**src/rtl/hash_table_pkg.sv**
```systemverilog
// Shared hash-table definitions: command encodings and task-queue sizing.
package hash_table_pkg;

    // Task command encodings; HT_NOP is queued like any other task but never counted
    typedef enum logic [1:0] {
        HT_SEARCH = 2'd0,
        HT_INSERT = 2'd1,
        HT_DELETE = 2'd2,
        HT_NOP    = 2'd3
    } ht_cmd_t;

    localparam int HT_CMD_W            = $bits(ht_cmd_t);
    localparam int HT_TASK_QUEUE_DEPTH = 8;

endpackage

```
**src/rtl/ht_task_if.sv**
```systemverilog
// Hash-table task channel: key/value/cmd qualified by a valid/ready handshake.
interface ht_task_if #(
    parameter int KEY_WIDTH   = 32,
    parameter int VALUE_WIDTH = 16
) ();

    logic [KEY_WIDTH-1:0]     key;
    logic [VALUE_WIDTH-1:0]   value;
    hash_table_pkg::ht_cmd_t  cmd;
    logic                     valid;
    logic                     ready;

    modport master (output key, value, cmd, valid, input ready);
    modport slave  (input key, value, cmd, valid, output ready);

endinterface

```
**src/rtl/ht_task_fifo.sv**
```systemverilog
// Order-preserving FIFO with a registered first-word-fall-through head.
// Occupancy is kept in its own counter so full/empty never need a pointer MSB.
module ht_task_fifo #(
    parameter int DATA_W = 50,
    parameter int DEPTH  = 8,
    localparam int PTR_W = $clog2(DEPTH),
    localparam int CNT_W = PTR_W + 1
) (
    input  logic              clk,
    input  logic              rst_n,
    input  logic              wr_valid,
    output logic              wr_ready,
    input  logic [DATA_W-1:0] wr_data,
    output logic              rd_valid,
    input  logic              rd_ready,
    output logic [DATA_W-1:0] rd_data,
    output logic [CNT_W-1:0]  usedw
);

    logic [DATA_W-1:0] mem [DEPTH];
    logic [PTR_W-1:0]  wr_ptr;
    logic [PTR_W-1:0]  rd_ptr;
    logic [PTR_W-1:0]  rd_nxt;
    logic              in_en;
    logic              push;
    logic              pop;

    // Ready is held low through reset and rises on the first clock after release.
    assign wr_ready = in_en && (usedw != CNT_W'(DEPTH));
    assign rd_valid = (usedw != '0);
    assign push     = wr_valid && wr_ready;
    assign pop      = rd_valid && rd_ready;
    assign rd_nxt   = rd_ptr + PTR_W'(1);

    // Storage array; contents need no reset because usedw gates visibility
    always_ff @(posedge clk) begin
        if (push) mem[wr_ptr] <= wr_data;
    end

    // Pointers, occupancy and the post-reset input enable
    always_ff @(posedge clk or negedge rst_n) begin
        if (!rst_n) begin
            wr_ptr <= '0;
            rd_ptr <= '0;
            usedw  <= '0;
            in_en  <= 1'b0;
        end else begin
            in_en <= 1'b1;
            if (push) wr_ptr <= wr_ptr + PTR_W'(1);
            if (pop)  rd_ptr <= rd_nxt;
            case ({push, pop})
                2'b10:   usedw <= usedw + CNT_W'(1);
                2'b01:   usedw <= usedw - CNT_W'(1);
                default: usedw <= usedw;
            endcase
        end
    end

    // Head register: loads the next-oldest entry on pop, or the incoming word when
    // it becomes the head (empty queue, or popping the last entry while pushing).
    always_ff @(posedge clk or negedge rst_n) begin
        if (!rst_n) begin
            rd_data <= '0;
        end else if (pop) begin
            if (usedw != CNT_W'(1)) rd_data <= mem[rd_nxt];
            else if (push)          rd_data <= wr_data;
        end else if (push && (usedw == '0)) begin
            rd_data <= wr_data;
        end
    end

endmodule

```
**src/rtl/ht_task_queue.sv**
```systemverilog
// Hash-table task queue: buffers tasks from a producer, re-issues them in order
// to the engine, and counts accepted SEARCH/INSERT/DELETE tasks.
module ht_task_queue
    import hash_table_pkg::*;
#(
    parameter int KEY_WIDTH   = 32,
    parameter int VALUE_WIDTH = 16,
    parameter int DEPTH       = HT_TASK_QUEUE_DEPTH,
    parameter int CNT_WIDTH   = 32
) (
    input  logic                   clk_i,
    input  logic                   rst_i,
    ht_task_if.slave               task_in,
    ht_task_if.master              task_out,
    input  logic                   stat_clear_i,
    output logic [$clog2(DEPTH):0] usedw_o,
    output logic [CNT_WIDTH-1:0]   cnt_search_o,
    output logic [CNT_WIDTH-1:0]   cnt_insert_o,
    output logic [CNT_WIDTH-1:0]   cnt_delete_o
);

    localparam int DATA_W = KEY_WIDTH + VALUE_WIDTH + HT_CMD_W;

    logic [DATA_W-1:0] wr_data;
    logic [DATA_W-1:0] rd_data;
    logic              wr_ready;
    logic              rd_valid;
    logic              accept;

    // Task word layout: {key, value, cmd}
    assign wr_data = {task_in.key, task_in.value, task_in.cmd};
    assign accept  = task_in.valid && wr_ready;

    ht_task_fifo #(
        .DATA_W (DATA_W),
        .DEPTH  (DEPTH)
    ) u_fifo (
        .clk      (clk_i),
        .rst_n    (rst_i),
        .wr_valid (task_in.valid),
        .wr_ready (wr_ready),
        .wr_data  (wr_data),
        .rd_valid (rd_valid),
        .rd_ready (task_out.ready),
        .rd_data  (rd_data),
        .usedw    (usedw_o)
    );

    assign task_in.ready  = wr_ready;
    assign task_out.valid = rd_valid;
    assign task_out.key   = rd_data[DATA_W-1 -: KEY_WIDTH];
    assign task_out.value = rd_data[HT_CMD_W +: VALUE_WIDTH];
    assign task_out.cmd   = ht_cmd_t'(rd_data[HT_CMD_W-1:0]);

    // Per-command accept counters; clear wins over a same-cycle accept
    always_ff @(posedge clk_i or negedge rst_i) begin
        if (!rst_i) begin
            cnt_search_o <= '0;
            cnt_insert_o <= '0;
            cnt_delete_o <= '0;
        end else if (stat_clear_i) begin
            cnt_search_o <= '0;
            cnt_insert_o <= '0;
            cnt_delete_o <= '0;
        end else if (accept) begin
            case (task_in.cmd)
                HT_SEARCH: cnt_search_o <= cnt_search_o + CNT_WIDTH'(1);
                HT_INSERT: cnt_insert_o <= cnt_insert_o + CNT_WIDTH'(1);
                HT_DELETE: cnt_delete_o <= cnt_delete_o + CNT_WIDTH'(1);
                default:   ;
            endcase
        end
    end

endmodule
```
**src/flat_wrapper.sv**
```systemverilog
// flat-port wrapper written by rule: the top's interface ports become plain ports
module ht_task_queue_flat import hash_table_pkg::*;
#(
    parameter int KEY_WIDTH   = 32,
    parameter int VALUE_WIDTH = 16,
    parameter int DEPTH       = HT_TASK_QUEUE_DEPTH,
    parameter int CNT_WIDTH   = 32
)
  (clk_i, rst_i, stat_clear_i, usedw_o, cnt_search_o, cnt_insert_o, cnt_delete_o, task_in_key, task_in_value, task_in_cmd, task_in_valid, task_in_ready, task_out_key, task_out_value, task_out_cmd, task_out_valid, task_out_ready);
  ht_task_if #(.KEY_WIDTH(KEY_WIDTH), .VALUE_WIDTH(VALUE_WIDTH)) task_in_i ();
  ht_task_if #(.KEY_WIDTH(KEY_WIDTH), .VALUE_WIDTH(VALUE_WIDTH)) task_out_i ();
  input  logic clk_i;
  input  logic rst_i;
  input  logic stat_clear_i;
  output logic [$clog2(DEPTH):0] usedw_o;
  output logic [CNT_WIDTH-1:0] cnt_search_o;
  output logic [CNT_WIDTH-1:0] cnt_insert_o;
  output logic [CNT_WIDTH-1:0] cnt_delete_o;
  input wire logic [$bits(task_in_i.key)-1:0] task_in_key;
  input wire logic [$bits(task_in_i.value)-1:0] task_in_value;
  input wire logic [$bits(task_in_i.cmd)-1:0] task_in_cmd;
  input wire logic [$bits(task_in_i.valid)-1:0] task_in_valid;
  output wire logic [$bits(task_in_i.ready)-1:0] task_in_ready;
  output wire logic [$bits(task_out_i.key)-1:0] task_out_key;
  output wire logic [$bits(task_out_i.value)-1:0] task_out_value;
  output wire logic [$bits(task_out_i.cmd)-1:0] task_out_cmd;
  output wire logic [$bits(task_out_i.valid)-1:0] task_out_valid;
  input wire logic [$bits(task_out_i.ready)-1:0] task_out_ready;
  assign task_in_i.key = task_in_key;
  assign task_in_i.value = task_in_value;
  assign task_in_i.cmd = task_in_cmd;
  assign task_in_i.valid = task_in_valid;
  assign task_in_ready = task_in_i.ready;
  assign task_out_key = task_out_i.key;
  assign task_out_value = task_out_i.value;
  assign task_out_cmd = task_out_i.cmd;
  assign task_out_valid = task_out_i.valid;
  assign task_out_i.ready = task_out_ready;
  ht_task_queue #(.KEY_WIDTH(KEY_WIDTH), .VALUE_WIDTH(VALUE_WIDTH), .DEPTH(DEPTH), .CNT_WIDTH(CNT_WIDTH)) u_core (.clk_i(clk_i), .rst_i(rst_i), .task_in(task_in_i), .task_out(task_out_i), .stat_clear_i(stat_clear_i), .usedw_o(usedw_o), .cnt_search_o(cnt_search_o), .cnt_insert_o(cnt_insert_o), .cnt_delete_o(cnt_delete_o));
endmodule
```
**config.mk**
```make
export PLATFORM = sky130hd
export DESIGN_NAME = ht_task_queue_flat
export DESIGN_NICKNAME = d
export VERILOG_FILES = /design/src/rtl/hash_table_pkg.sv /design/src/rtl/ht_task_if.sv /design/src/rtl/ht_task_fifo.sv /design/src/rtl/ht_task_queue.sv /design/src/flat_wrapper.sv
export SDC_FILE = /design/constraint.sdc
export NUM_CORES = 1
export LEC_CHECK = 0
export BUFFER_PORTS_ARGS = -buffer_cell sky130_fd_sc_hd__buf_4
export CORE_UTILIZATION = 54
export CTS_CLUSTER_DIAMETER = 60
export CTS_CLUSTER_SIZE = 20
export DETAILED_ROUTE_END_ITERATION = 16
export HOLD_SLACK_MARGIN = 0.12
export PLACE_DENSITY = 0.76
export SLEW_MARGIN = 15
export SYNTH_ARGS = -nofsm -noshare
export SYNTH_HDL_FRONTEND = slang
export SYNTH_SLANG_ARGS = --single-unit
```
**constraint.sdc**
```tcl
create_clock -name clk_i -period 7.7 [get_ports clk_i]
set_input_delay 1.54 -clock clk_i [delete_from_list [all_inputs] [get_ports clk_i]]
set_output_delay 1.54 -clock clk_i [all_outputs]
set_load 0.02 [all_outputs]
```
## After elaboration in Yosys (flattened, before gate mapping)

Memories as Yosys holds them, arrays and structs flattened.
Index checks and enable logic that the tools add are counted.

- Memory bits (read-only): 0
- Memories: 1
- RAM bits: 400
- Latch bits: 0
- Bits in registers: 157
- Bits of input ports: 55
- Logic and storage cells: 56
- Output and inout bits: 152

- Reduce and logical (&&, ||, !) cells: 17
- Eq/ne operators: 7
- Shifts and indexed selects: 0
- Divide/modulo/power cells: 0
- Add/sub/neg operators: 7
- Magnitude comparators: 0
- Multipliers: 0
- Mux-type cells: 16
- Bitwise operators: 0

Memories:

| name | words | bits a word | read ports | clocked after Yosys merged registers in | wr ports | line | RTL |
|---|---|---|---|---|---|---|---|
| u_core.u_fifo.mem | 8 | 50 | 1 | 0 | 1 | ht_task_fifo.sv:20 | `logic [DATA_W-1:0] mem [DEPTH];` |

Operator list:

| cell | number |
|---|---|
| 2-to-1 mux 32 bit | 9 |
| 2-to-1 mux 50 bit | 4 |
| adder 32 x 1 -> 32 bit (second input constant) | 3 |
| nonzero test 2 bit | 6 |
| case mux 4 bit (2 select lines) | 1 |
| AND reduction 2 bit | 4 |
| adder 3 x 1 -> 3 bit (second input constant) | 2 |
| adder 4 x 1 -> 4 bit (second input constant) | 1 |
| == test 2 x 1 -> 1 bit (second input constant) | 2 |
| == test 2 bit (second input constant) | 2 |
| logical AND 1 bit | 4 |
| zero test 4 bit | 1 |
| != test 4 x 1 -> 1 bit (second input constant) | 1 |
| != test 4 bit (second input constant) | 1 |
| nonzero test 4 bit | 1 |
| subtractor 4 x 1 -> 4 bit (second input constant) | 1 |
| != test 3 x 2 -> 1 bit (second input constant) | 1 |
| zero test 2 bit | 1 |
| 2-to-1 mux 1 bit | 2 |

## Longest topological paths before layout

Gate-level depths: netlist of run 1.

- Word-level depth: 6
- Depth in mapped cells: 9
- Gate-level depth less buffers: 9

## Cells and area by module

A second synthesis of run 1 with hierarchy kept.

- Cell total of the unflattened synthesis: 1657
- Area total of the unflattened synthesis: 23641.4 um2

By module, submodules not included:

| module | area each (um2) | instances | seq. area each (um2) | cells each |
|---|---|---|---|---|
| ht_task_fifo | 18375.1 | 1 | 13538.0 | 1095 |
| ht_task_queue | 5266.3 | 1 | 2402.3 | 562 |

## Worst setup path after synthesis of run 1

No wires, ideal clock.

- Path kind: input-to-reg
- From: in task_in_valid
- To: mem u_core.u_fifo.mem[4][0], enable pin
- Path slack: -0.063 ns
- Data arrival time: 7.163 ns
- Library setup time: 0.600 ns
- Stages on the path: 3
- Data required time: 7.100 ns
- Cells stage by stage: and3_1 > clkinv_1 > nor4b_1

- Word-level cells in the longest chain between the ends: 3

Ends and longest elaborated chain:

| element | line | RTL |
|---|---|---|
| start, declared | flat_wrapper.sv:22 | `input wire logic [$bits(task_in_i.valid)-1:0] task_in_valid;` |
| logical AND 1 bit | ht_task_fifo.sv:31 | `assign push = wr_valid && wr_ready;` |
| 2-to-1 mux 1 bit | ht_task_fifo.sv:37 | `if (push) mem[wr_ptr] <= wr_data;` |
| 2-to-1 mux 1 bit (not written as such) | ht_task_fifo.sv:37 |  |
| end, declared | ht_task_fifo.sv:20 |  |

Every way passes these cells.

## Final worst setup path of run 1

- From: reg u_core.u_fifo.usedw[0]
- To: reg u_core.u_fifo.rd_data[47]

- Word-level cells in the longest chain between the ends: 6
- Elaborated cells between the ends (all ways): 13

Ends and longest elaborated chain:

| element | line | RTL |
|---|---|---|
| start, declared | ht_task_fifo.sv:17 | `output logic [CNT_W-1:0] usedw` |
| start signal, assigned | ht_task_fifo.sv:52 | `2'b10: usedw <= usedw + CNT_W'(1);` |
| start signal, assigned | ht_task_fifo.sv:53 | `2'b01: usedw <= usedw - CNT_W'(1);` |
| start signal, assigned | ht_task_fifo.sv:54 | `default: usedw <= usedw;` |
| != test 4 bit | ht_task_fifo.sv:29 | `assign wr_ready = in_en && (usedw != CNT_W'(DEPTH));` |
| logical AND 1 bit | ht_task_fifo.sv:29 |  |
| logical AND 1 bit | ht_task_fifo.sv:31 |  |
| logical AND 1 bit | ht_task_fifo.sv:67 | `end else if (push && (usedw == '0)) begin` |
| nonzero test 2 bit (no source line) | -- |  |
| AND reduction 2 bit (no source line) | -- |  |
| end signal, assigned | ht_task_fifo.sv:65 | `if (usedw != CNT_W'(1)) rd_data <= mem[rd_nxt];` |
| end signal, assigned | ht_task_fifo.sv:66 | `else if (push) rd_data <= wr_data;` |
| end signal, assigned | ht_task_fifo.sv:68 | `rd_data <= wr_data;` |
| end, declared | ht_task_fifo.sv:16 | `output logic [DATA_W-1:0] rd_data,` |

Parallel ways exist; a longest one is shown, timed or not.
A chain may end at the register's enable or synchronous reset.

==> run_results.csv, run 1 <==
group,metric,value,unit
clock_network,cts_tree,"done",
setup_path,reg2regPathDepth,9,
sta,relSlewSlack,30.5,%
sta,fmax,265,MHz
clock_network,cts-hold-fix-buffers,0,
yosys,synth-seq-cells,557,
floorplan,dieArea,43100,µm²
sta,min_period,3.77,ns
floorplan,die_h,208,µm
floorplan,ioPinCount,207,
worst_hold_path,hold_end,"u_core.u_fifo.rd_ptr[2]",
job,cap_violations,0,
setup_path,critPathLaunchType,"register",
sta,skew,0.0164,ns
setup_path,crit_type,"reg -> reg",
floorplan,die_w,208,µm
route,met3_length,3550,µm
global_routing,grt_first_pass_wirelength,78600,µm
route,ant_nets,0,
yosys,syn-cell-area,22900,µm²
yosys,synth_cells,1622,
clock_network,clock_latency,0.57,ns
place,place.port_buffers,206,
global_routing,grt_pass1_vias,13900,
worst_hold_path,hp-class,"reg -> reg",
sta,tns,0,ns
yosys,synth_area_per_cell,14.1,µm²
sta,rsz0062_at_grt,"no",
setup_path,r2r_end,"u_core.u_fifo.rd_data[47]",
route,wl_per_cell,21.6,µm
sta,worst_pin_slew,1.04,ns
yosys,ys_seq_area_share,69.8,%
global_routing,grt_antenna_before_repair,1,
route,vias,14000,
global_routing,grt.total_usage,23.6,%
route,drtPass1Iterations,5,
global_routing,grt_max_degree,118,
sta,finalCritPeriodShare,48.9,%
pwr,ir_worst_vdd,520,µV
place,gp_congestion,0.854,
clock_network,cts_made_buffers,37,
floorplan,initial_core_util,55.3,%
clock_network,post_cts_buffers,0,
sta,setup_slack,3.93,ns
place,hpwlAfterDp,29800,µm
floorplan,fp-row-count,74,
final_layout,mostFrequentLayoutCells,"edfxtp_1, buf_4, mux2i_1",
final_layout,final_nets,1864,
route,routed_wirelength,50900,µm
yosys,syn_nets,1686,
setup_path,r2r_start,"u_core.u_fifo.usedw[0]",
route,wl_met1,21900,µm
sta,report.final.slew_viol_count,0,
worst_hold_path,hold_start,"u_core.u_fifo.rd_ptr[2]",
clock_network,clock_sinks,557,
status,status,"finished, final reports clean",
setup_path,r2r_slack,3.93,ns
final_layout,multi_input_area,6660,µm²
yosys,synthDistinctLibCells,43,
final_layout,fill_cells,3024,
setup_path,cp.arrival,4.25,ns
sta,finalHoldViolCount,0,
pwr,power_density,345,nW/µm²
pwr,leakage,9.92,nW
route,dr.max_layer_used,"met4",
route,drc,0,
clock_network,clockBufferDepth,3,
sta,setup_viol,0,
clock_network,cts-htree-levels,2,
clock_network,clkSlewWorstSetupHoldPaths,0.07,ns
final_layout,area_delta_synth_final,14.5,%
setup_path,crit_path_end_kind,"register",
floorplan,core,41300,µm²
route,wl_met2,24300,µm
setup_path,crit_required,8.18,ns
global_routing,grt_overflow,0,
final_layout,drive_above_1_share,17.0,%
place,dpl_worst_slack,3.46,ns
clock_network,post_cts_resized,0,
clock_network,root_buffer,"clkbuf_16",
setup_path,cp_max_fo,64,
worst_hold_path,holdPathStages,1,
yosys,yosys_warnings,0,
route,drt_iter0_drc,1103,
final_layout,final_common_cell,"edfxtp_1",
route,vias_per_cell,5.96,
final_layout,seqCellArea,15900,µm²
## stage by stage
stage | hold WS, ns | utilization [%] | power [mW] | cell area (µm²) | instances
3_3_place_gp | 0.518 | 60.6 | 7.10 | 25000 | 2293
4_1_cts | 0.532 | 63.3 | 9.10 | 26100 | 2358
3_5_place_dp | 0.521 | 60.6 | 7.18 | 25000 | 2293
2_1_floorplan | 0.484 | - | 6.15 | 22900 | 1622
5_1_grt | 0.561 | 63.4 | 9.48 | 26200 | 2359
6_report | 0.529 | 63.4 | 9.03 | 26200 | 2359
## routing by layer
metal / GRT usage [%] / up-vias
met5: 0 / -
met4: 7.66 / 0
met3: 5.05 / 78
met2: 37.7 / 438
met1: 32.4 / 7076
li1: - / 6456
## cell usage after synthesis (all sizes together)
master | count | area share [%]
a21oi | 12 | 0.26
a22oi | 100 | 3.3
a31o | 1 | 0.038
a31oi | 50 | 1.4
and2 | 9 | 0.25
and3 | 13 | 0.36
and3b | 1 | 0.038
and4 | 7 | 0.27
and4b | 1 | 0.044
buf | 11 | 0.21
clkbuf | 81 | 1.3
clkinv | 1 | 0.016
conb | 1 | 0.016
dfrtp | 157 | 17
edfxtp | 400 | 53
ha | 9 | 0.49
inv | 8 | 0.13
mux2 | 6 | 0.30
mux2i | 201 | 8.8
nand2 | 97 | 1.6
nand2b | 2 | 0.055
nand3 | 83 | 1.8
nand3b | 2 | 0.066
nand4 | 41 | 1.1
nand4b | 3 | 0.12
nor2 | 153 | 2.5
nor2b | 7 | 0.19
nor3 | 16 | 0.35
nor3b | 3 | 0.099
nor4 | 28 | 0.77
nor4b | 5 | 0.22
nor4bb | 1 | 0.044
o21ai | 8 | 0.18
o21bai | 1 | 0.033
o31a | 1 | 0.038
o31ai | 2 | 0.066
or3 | 3 | 0.082
or4 | 6 | 0.20
xnor2 | 50 | 1.9
xor2 | 41 | 1.6
## state kept, by name (all words and copies together), names as in the netlist
signal,cells
u_core.cnt_delete_o,32
u_core.cnt_insert_o,32
u_core.cnt_search_o,32
u_core.u_fifo.in_en,1
u_core.u_fifo.mem,400
u_core.u_fifo.rd_data,50
u_core.u_fifo.rd_ptr,3
u_core.u_fifo.usedw,4
u_core.u_fifo.wr_ptr,3
## worst max-delay path by stage
stage	from	slack [ns]	endpoint	cells past startpoint
after CTS	u_core.u_fifo.usedw[0]	3.95	u_core.u_fifo.rd_data[47]	9
after detailed placement	task_in_valid	3.46	u_core.u_fifo.rd_data[36]	6
after floorplan	task_in_valid	0.38	u_core.u_fifo.mem[0][0]	3
after global placement	task_in_valid	3.59	u_core.u_fifo.rd_data[48]	6
after global routing	u_core.u_fifo.usedw[0]	3.62	u_core.u_fifo.rd_data[25]	9
final	u_core.u_fifo.usedw[0]	3.93	u_core.u_fifo.rd_data[47]	9
## layout make-up
cell class,instances,area share (%)
sequential,557,60.9
timing repair buffer,231,6.69
multi-input combinational,964,25.4
tap,532,2.54
inverter,9,0.129
antenna,1,0.00956
clock inverter,12,0.349
clock buffer,53,3.92
## cells by family (layout without fill, tap and decap cells)
family,after synthesis,in the layout,synth area share [%]
flip-flops,557,557,69.8
AND/OR/NAND/NOR,481,481,10.2
multiplexers,207,207,9.10
AO/OA/AOI/OAI,175,175,5.27
buffers and inverters,101,305,1.69
XOR/XNOR,91,91,3.49
adder cells (fa/ha/maj),9,9,0.493
other,1,2,0.0164
## where the power goes
group          switching (mW)  total [mW]  leakage (nW)  internal (mW)
Clock                   0.989        1.94         0.553          0.950
Sequential              0.195        3.74          5.64           3.55
Combinational            2.00        3.35          3.72           1.35
## worst max-delay path: stages, from the launching register on
cell and delay (ns):
dfrtp_1 0.48, inv_1 0.09, ha_1 0.28, nand3b_1 0.27, and3_1 0.29, clkinv_1 0.33
a21oi_4 0.88, buf_4 0.71, nor2_1 0.11, a31oi_1 0.17
(Power assumes the default switching activity.)
==> inputs of run 2 (changes only) <==
Clock period 7.7 ns to 3.2 ns, I/O delays scaled along.
==> run 2 against run 1 <==
  * Clock skew up 0.0043 ns
  * Cell count up 1.2%
  * Critical path type unchanged
  * Combinational power rose to 2.6 times the previous value
  * Critical endpoint is now u_core.cnt_search_o[21]
  * Largest power group unchanged
  * Cell area up 2.2%
  * Largest cell class unchanged
  * Die area unchanged
  * Hold slack worse by 0.23 ns
==> run_results.csv, run 2 (synthesized netlist as in run 1, its figures left out) <==
group,metric,value,unit
floorplan,die_w,208,µm
final_layout,drive_above_1_share,18.6,%
sta,report.final.slew_viol_count,0,
place,hpwlAfterDp,30700,µm
final_layout,regMostFlops,"u_core.u_fifo.mem",
setup_path,crit_path_end_kind,"register",
pwr,ir_worst_vdd,659,µV
sta,min_period,2.60,ns
route,drtPass1Iterations,5,
setup_path,cp.arrival,3.09,ns
setup_path,cp_max_fo,11,
clock_network,post_cts_resized,0,
status,status,"finished, final reports clean",
floorplan,die_h,208,µm
clock_network,cts_made_buffers,40,
pwr,leakage,10.2,nW
final_layout,area_delta_synth_final,17.0,%
sta,rsz0062_at_grt,"no",
final_layout,fill_cells,2982,
global_routing,grt_antenna_before_repair,1,
clock_network,clockBufferDepth,3,
pwr,power_density,852,nW/µm²
place,place.port_buffers,206,
job,cap_violations,0,
route,vias_per_cell,5.94,
route,vias,14200,
final_layout,final_nets,1890,
worst_hold_path,hp-class,"in -> reg",
place,dp.cells,2315,
final_layout,instances_no_fill,2387,
setup_path,cpPeakStageDelay,0.71,ns
floorplan,dieArea,43100,µm²
floorplan,initial_core_util,55.3,%
global_routing,grt_pass1_vias,14100,
final_layout,antenna_cells,0,
final_layout,seqCellArea,15900,µm²
sta,worst_pin_slew,0.944,ns
clock_network,clock_sinks,557,
final_layout,largest_register_ffs,400,
route,ant_nets,0,
final_layout,reg.largest.list,"u_core.u_fifo.mem (400), u_core.u_fifo.rd_data (50)",
setup_path,cp_common_cell,"or4_1",
setup_path,crit_chain,"nand3_1 > or4_1 > or4_1 > or4_1 > o21ai_0",
floorplan,fp-row-count,74,
sta,skew,0.0207,ns
sta,finalCritPeriodShare,81.1,%
place,gp_congestion,0.846,
sta,tns,0,ns
route,drt_iter0_drc,1245,
setup_path,cpMaxStageDelayCell,"or4_1",
global_routing,grt_overflow,0,
clock_network,cts_tree,"done",
sta,finalHoldViolCount,0,
clock_network,post_cts_buffers,0,
final_layout,multi_input_area,6690,µm²
global_routing,grt.total_usage,24.0,%
setup_path,crit_type,"reg -> reg",
route,wl_per_cell,21.5,µm
sta,setup_viol,0,
sta,fmax,385,MHz
sta,relSlewSlack,36.6,%
clock_network,cts-hold-fix-buffers,1,
setup_path,crit_required,3.69,ns
floorplan,core,41300,µm²
final_layout,final_common_cell,"edfxtp_1",
floorplan,ioPinCount,207,
route,routed_wirelength,51300,µm
clock_network,clkSlewWorstSetupHoldPaths,0.08,ns
clock_network,cts-htree-levels,2,
clock_network,root_buffer,"clkbuf_16",
clock_network,clock_latency,0.57,ns
setup_path,critPathLaunchType,"register",
route,drc,0,
final_layout,mostFrequentLayoutCells,"edfxtp_1, buf_4, mux2i_1",
global_routing,grt_max_degree,60,
global_routing,grt_first_pass_wirelength,80500,µm
run 2: cell types whose count changed in the layout (fill, tap and decap cells not counted), sizes merged:
cell / previous run / this run
dlygate4sd3: 0 / 1
clkinv: 7 / 6
bufinv: 0 / 1
clkinvlp: 0 / 1
clkbuf: 53 / 52
buf: 231 / 253
diode: 1 / 0
inv: 14 / 20
run 2: worst max-delay path: cells and delay by family (launching register included):
| family | cells | cell delay [ns] |
|---|---|---|
| DFF | 1 | 0.46 |
| AOI/OAI and AO/OA | 1 | 0.08 |
| and+or+nand+nor | 4 | 1.97 |
run 2: final timing paths:
path / startpoint / to / slack, ns / cells past startpoint
min: task_in_key[30] / u_core.u_fifo.mem[2][48] / 0.30 / 1
min in group asynchronous: rst_i / u_core.cnt_insert_o[14] / 0.62 / 2
max reg2reg: u_core.cnt_search_o[2] / u_core.cnt_search_o[21] / 0.60 / 5
max in group asynchronous: rst_i / u_core.u_fifo.rd_data[21] / 1.83 / 3
min reg2reg: u_core.u_fifo.rd_ptr[2] / u_core.u_fifo.rd_ptr[2] / 0.55 / 1
max: u_core.cnt_search_o[2] / u_core.cnt_search_o[21] / 0.60 / 5
run 2: final cells by class:
class                   instances  share of cell area [%]
flip-flops and latches        557                    59.6
multi-input cells             964                    25.0
repair buffers                254                    7.90
clock buffers                  52                    4.04
well taps                     532                    2.49
clock inverters                19                   0.777
inverters                       9                   0.145
run 2: metal layers:
metal / up-vias / part of all wire [%] / GRT usage [%]
li1: 6531 / - / -
met1: 7082 / 42 / 33.1
met2: 490 / 48 / 38.5
met3: 68 / 7.7 / 5.13
met4: 2 / 1.9 / 7.02
met5: - / 0.025 / 0
run 2: per-stage QoR:
| step | total power [mW] | area (µm²) | utilization (%) | worst slack (ns) | hold WS (ns) |
|---|---|---|---|---|---|
| 2_1_floorplan | 14.9 | 23000 | - | -0.177 | 0.344 |
| 3_3_place_gp | 17.6 | 25400 | 61.6 | 0.609 | 0.520 |
| 3_5_place_dp | 17.8 | 25400 | 61.6 | 0.600 | 0.535 |
| 4_1_cts | 22.9 | 26700 | 64.8 | 0.614 | 0.277 |
| 5_1_grt | 23.8 | 26700 | 64.8 | 0.449 | 0.289 |
| 6_report | 22.8 | 26700 | 64.8 | 0.604 | 0.299 |
run 2: where the power goes:
| group | internal (mW) | total, mW | switching [mW] |
|---|---|---|---|
| combinational | 3.66 | 8.64 | 4.98 |
| sequential | 8.53 | 8.99 | 0.461 |
| clock | 2.57 | 5.14 | 2.57 |
==> inputs of run 3 (changes only) <==
Clock period 3.2 ns to 2.08 ns, I/O delays scaled along.
==> run 3 against run 2 <==
  * The flow now finishes with violations (negative setup slack)
  * Clock skew grew 0.0045 ns
  * Maximum frequency grew 19%
  * Hold slack lost 0.12 ns
  * First-iteration DRC count grew 23%
  * Highest routed layer is now met4
==> run_results.csv, run 3 (synthesized netlist as in run 1, its figures left out) <==
group,metric,value,unit
pwr,power_density,1280,nW/µm²
route,vias_per_cell,6.01,
sta,rsz0062_at_grt,"yes",
clock_network,cts_tree,"done",
sta,holdWs,0.175,ns
sta,relSlewSlack,59.5,%
setup_path,cp_max_fo,5,
route,drtPass1Iterations,5,
final_layout,reg.largest.list,"u_core.u_fifo.mem (400), u_core.u_fifo.rd_data (50)",
route,wl_per_cell,23.5,µm
route,drt_iter0_drc,1527,
floorplan,die_h,208,µm
clock_network,clkSlewWorstSetupHoldPaths,0.09,ns
global_routing,grt_max_degree,50,
route,vias,15400,
route,routed_wirelength,60300,µm
pwr,leakage,11.4,nW
global_routing,grt.total_usage,25.0,%
sta,worst_pin_slew,0.607,ns
sta,finalCritPeriodShare,105,%
floorplan,die_w,208,µm
final_layout,regMostFlops,"u_core.u_fifo.mem",
clock_network,cts-htree-levels,2,
worst_hold_path,hold_start,"task_out_ready",
clock_network,clock_sinks,557,
setup_path,cp.arrival,2.46,ns
final_layout,area_delta_synth_final,28.6,%
route,drc,0,
worst_hold_path,hp-class,"in -> reg",
sta,skew,0.0252,ns
global_routing,grt_overflow,0,
clock_network,clockBufferDepth,3,
job,cap_violations,0,
clock_network,root_buffer,"clkbuf_16",
sta,min_period,2.18,ns
clock_network,cts_made_buffers,39,
final_layout,final_nets,2068,
sta,finalHoldViolCount,0,
final_layout,largest_register_ffs,400,
status,violations,"negative setup slack",
setup_path,r2r_start,"u_core.u_fifo.usedw[1]",
floorplan,ioPinCount,207,
global_routing,grt_antenna_before_repair,1,
floorplan,initial_core_util,55.3,%
final_layout,instances_no_fill,2567,
final_layout,mostFrequentLayoutCells,"edfxtp_1, buf_4, mux2i_1",
setup_path,crit_required,2.37,ns
global_routing,grt_pass1_vias,14800,
sta,setup_viol,167,
setup_path,crit_path_end_kind,"register",
global_routing,grt_first_pass_wirelength,84100,µm
pwr,ir_worst_vdd,1180,µV
place,place.port_buffers,206,
setup_path,startpoint,"u_core.u_fifo.usedw[1]",
route,ant_nets,0,
floorplan,core,41300,µm²
setup_path,crit_type,"reg -> reg",
clock_network,clock_latency,0.57,ns
place,hpwlAfterDp,32700,µm
place,dp.cells,2390,
place,gp_congestion,0.872,
floorplan,dieArea,43100,µm²
sta,fmax,459,MHz
sta,setup_slack,-0.0978,ns
setup_path,critPathLaunchType,"register",
final_layout,final_common_cell,"edfxtp_1",
sta,report.final.slew_viol_count,0,
floorplan,fp-row-count,74,
status,status,"finished, violations left",
final_layout,drive_above_1_share,25.4,%
## run 3: final timing paths
path                                             end  slack, ns  depth (start not counted)
max in group asynchronous    u_core.cnt_delete_o[13]       1.12                          3
min in group asynchronous    u_core.cnt_insert_o[11]       0.33                          2
hold / removal               u_core.u_fifo.rd_ptr[2]       0.18                          3
setup reg to reg             u_core.u_fifo.mem[1][6]       -0.1                          9
hold reg to reg            u_core.u_fifo.rd_data[41]       0.55                          2
setup / recovery             u_core.u_fifo.mem[1][6]       -0.1                          9
## run 3: through the flow
step                      worst slack, ns  util [%]  power (mW)  TNS, ns  area, µm²
after floorplan                     -1.30         -        22.9  -384.88      23000
after global placement             -0.507      63.6        27.8    -4.47      26300
after detailed placement           -0.504      63.6        28.2   -13.17      26300
after CTS                          -0.118      68.6        36.5    -1.61      28300
after global routing               -0.194      71.1        38.8   -34.69      29400
final                             -0.0978      71.1        37.5    -6.71      29400
## run 3: cell type report
cell class,instances,area [µm²]
flip-flops and latches,557,16000
fillers,2590,11900
multi-input cells,964,6890
repair buffers,433,4470
clock buffers,57,1170
well taps,532,666
clock inverters,14,191
inverters,9,38.8
diodes,1,2.50
## run 3: power breakdown
group          internal (mW)  total (mW)  switching (mW)
Combinational           6.82        15.4            8.57
Sequential              13.1        13.8           0.694
Clock                   4.37        8.26            3.89
## run 3: metal layers
metal	GRT usage (%)	vias up	routed length, µm
met5	0	-	0
li1	-	6891	-
met3	4.37	127	4520
met2	40.7	671	29200
met1	34.3	7744	24500
met4	8.02	0	1990
## run 3: what timing repair did
item	CTS	global route
setup endpoints to repair	258	415
gates cloned	4	31
hold buffers	49	0
endpoints found under the hold margin	421	0
buffers inserted	8	17
resized for setup	18	75
pin swaps	13	11
## run 3: worst max-delay path, cell delays in order (launching register included)
cell and delay, ns:
dfrtp_2 0.37, inv_2 0.05, ha_4 0.15, nand3b_1 0.14
and3_4 0.26, buf_6 0.14, nand2_8 0.08, nor3_4 0.33
buf_6 0.21, clkbuf_16 0.17
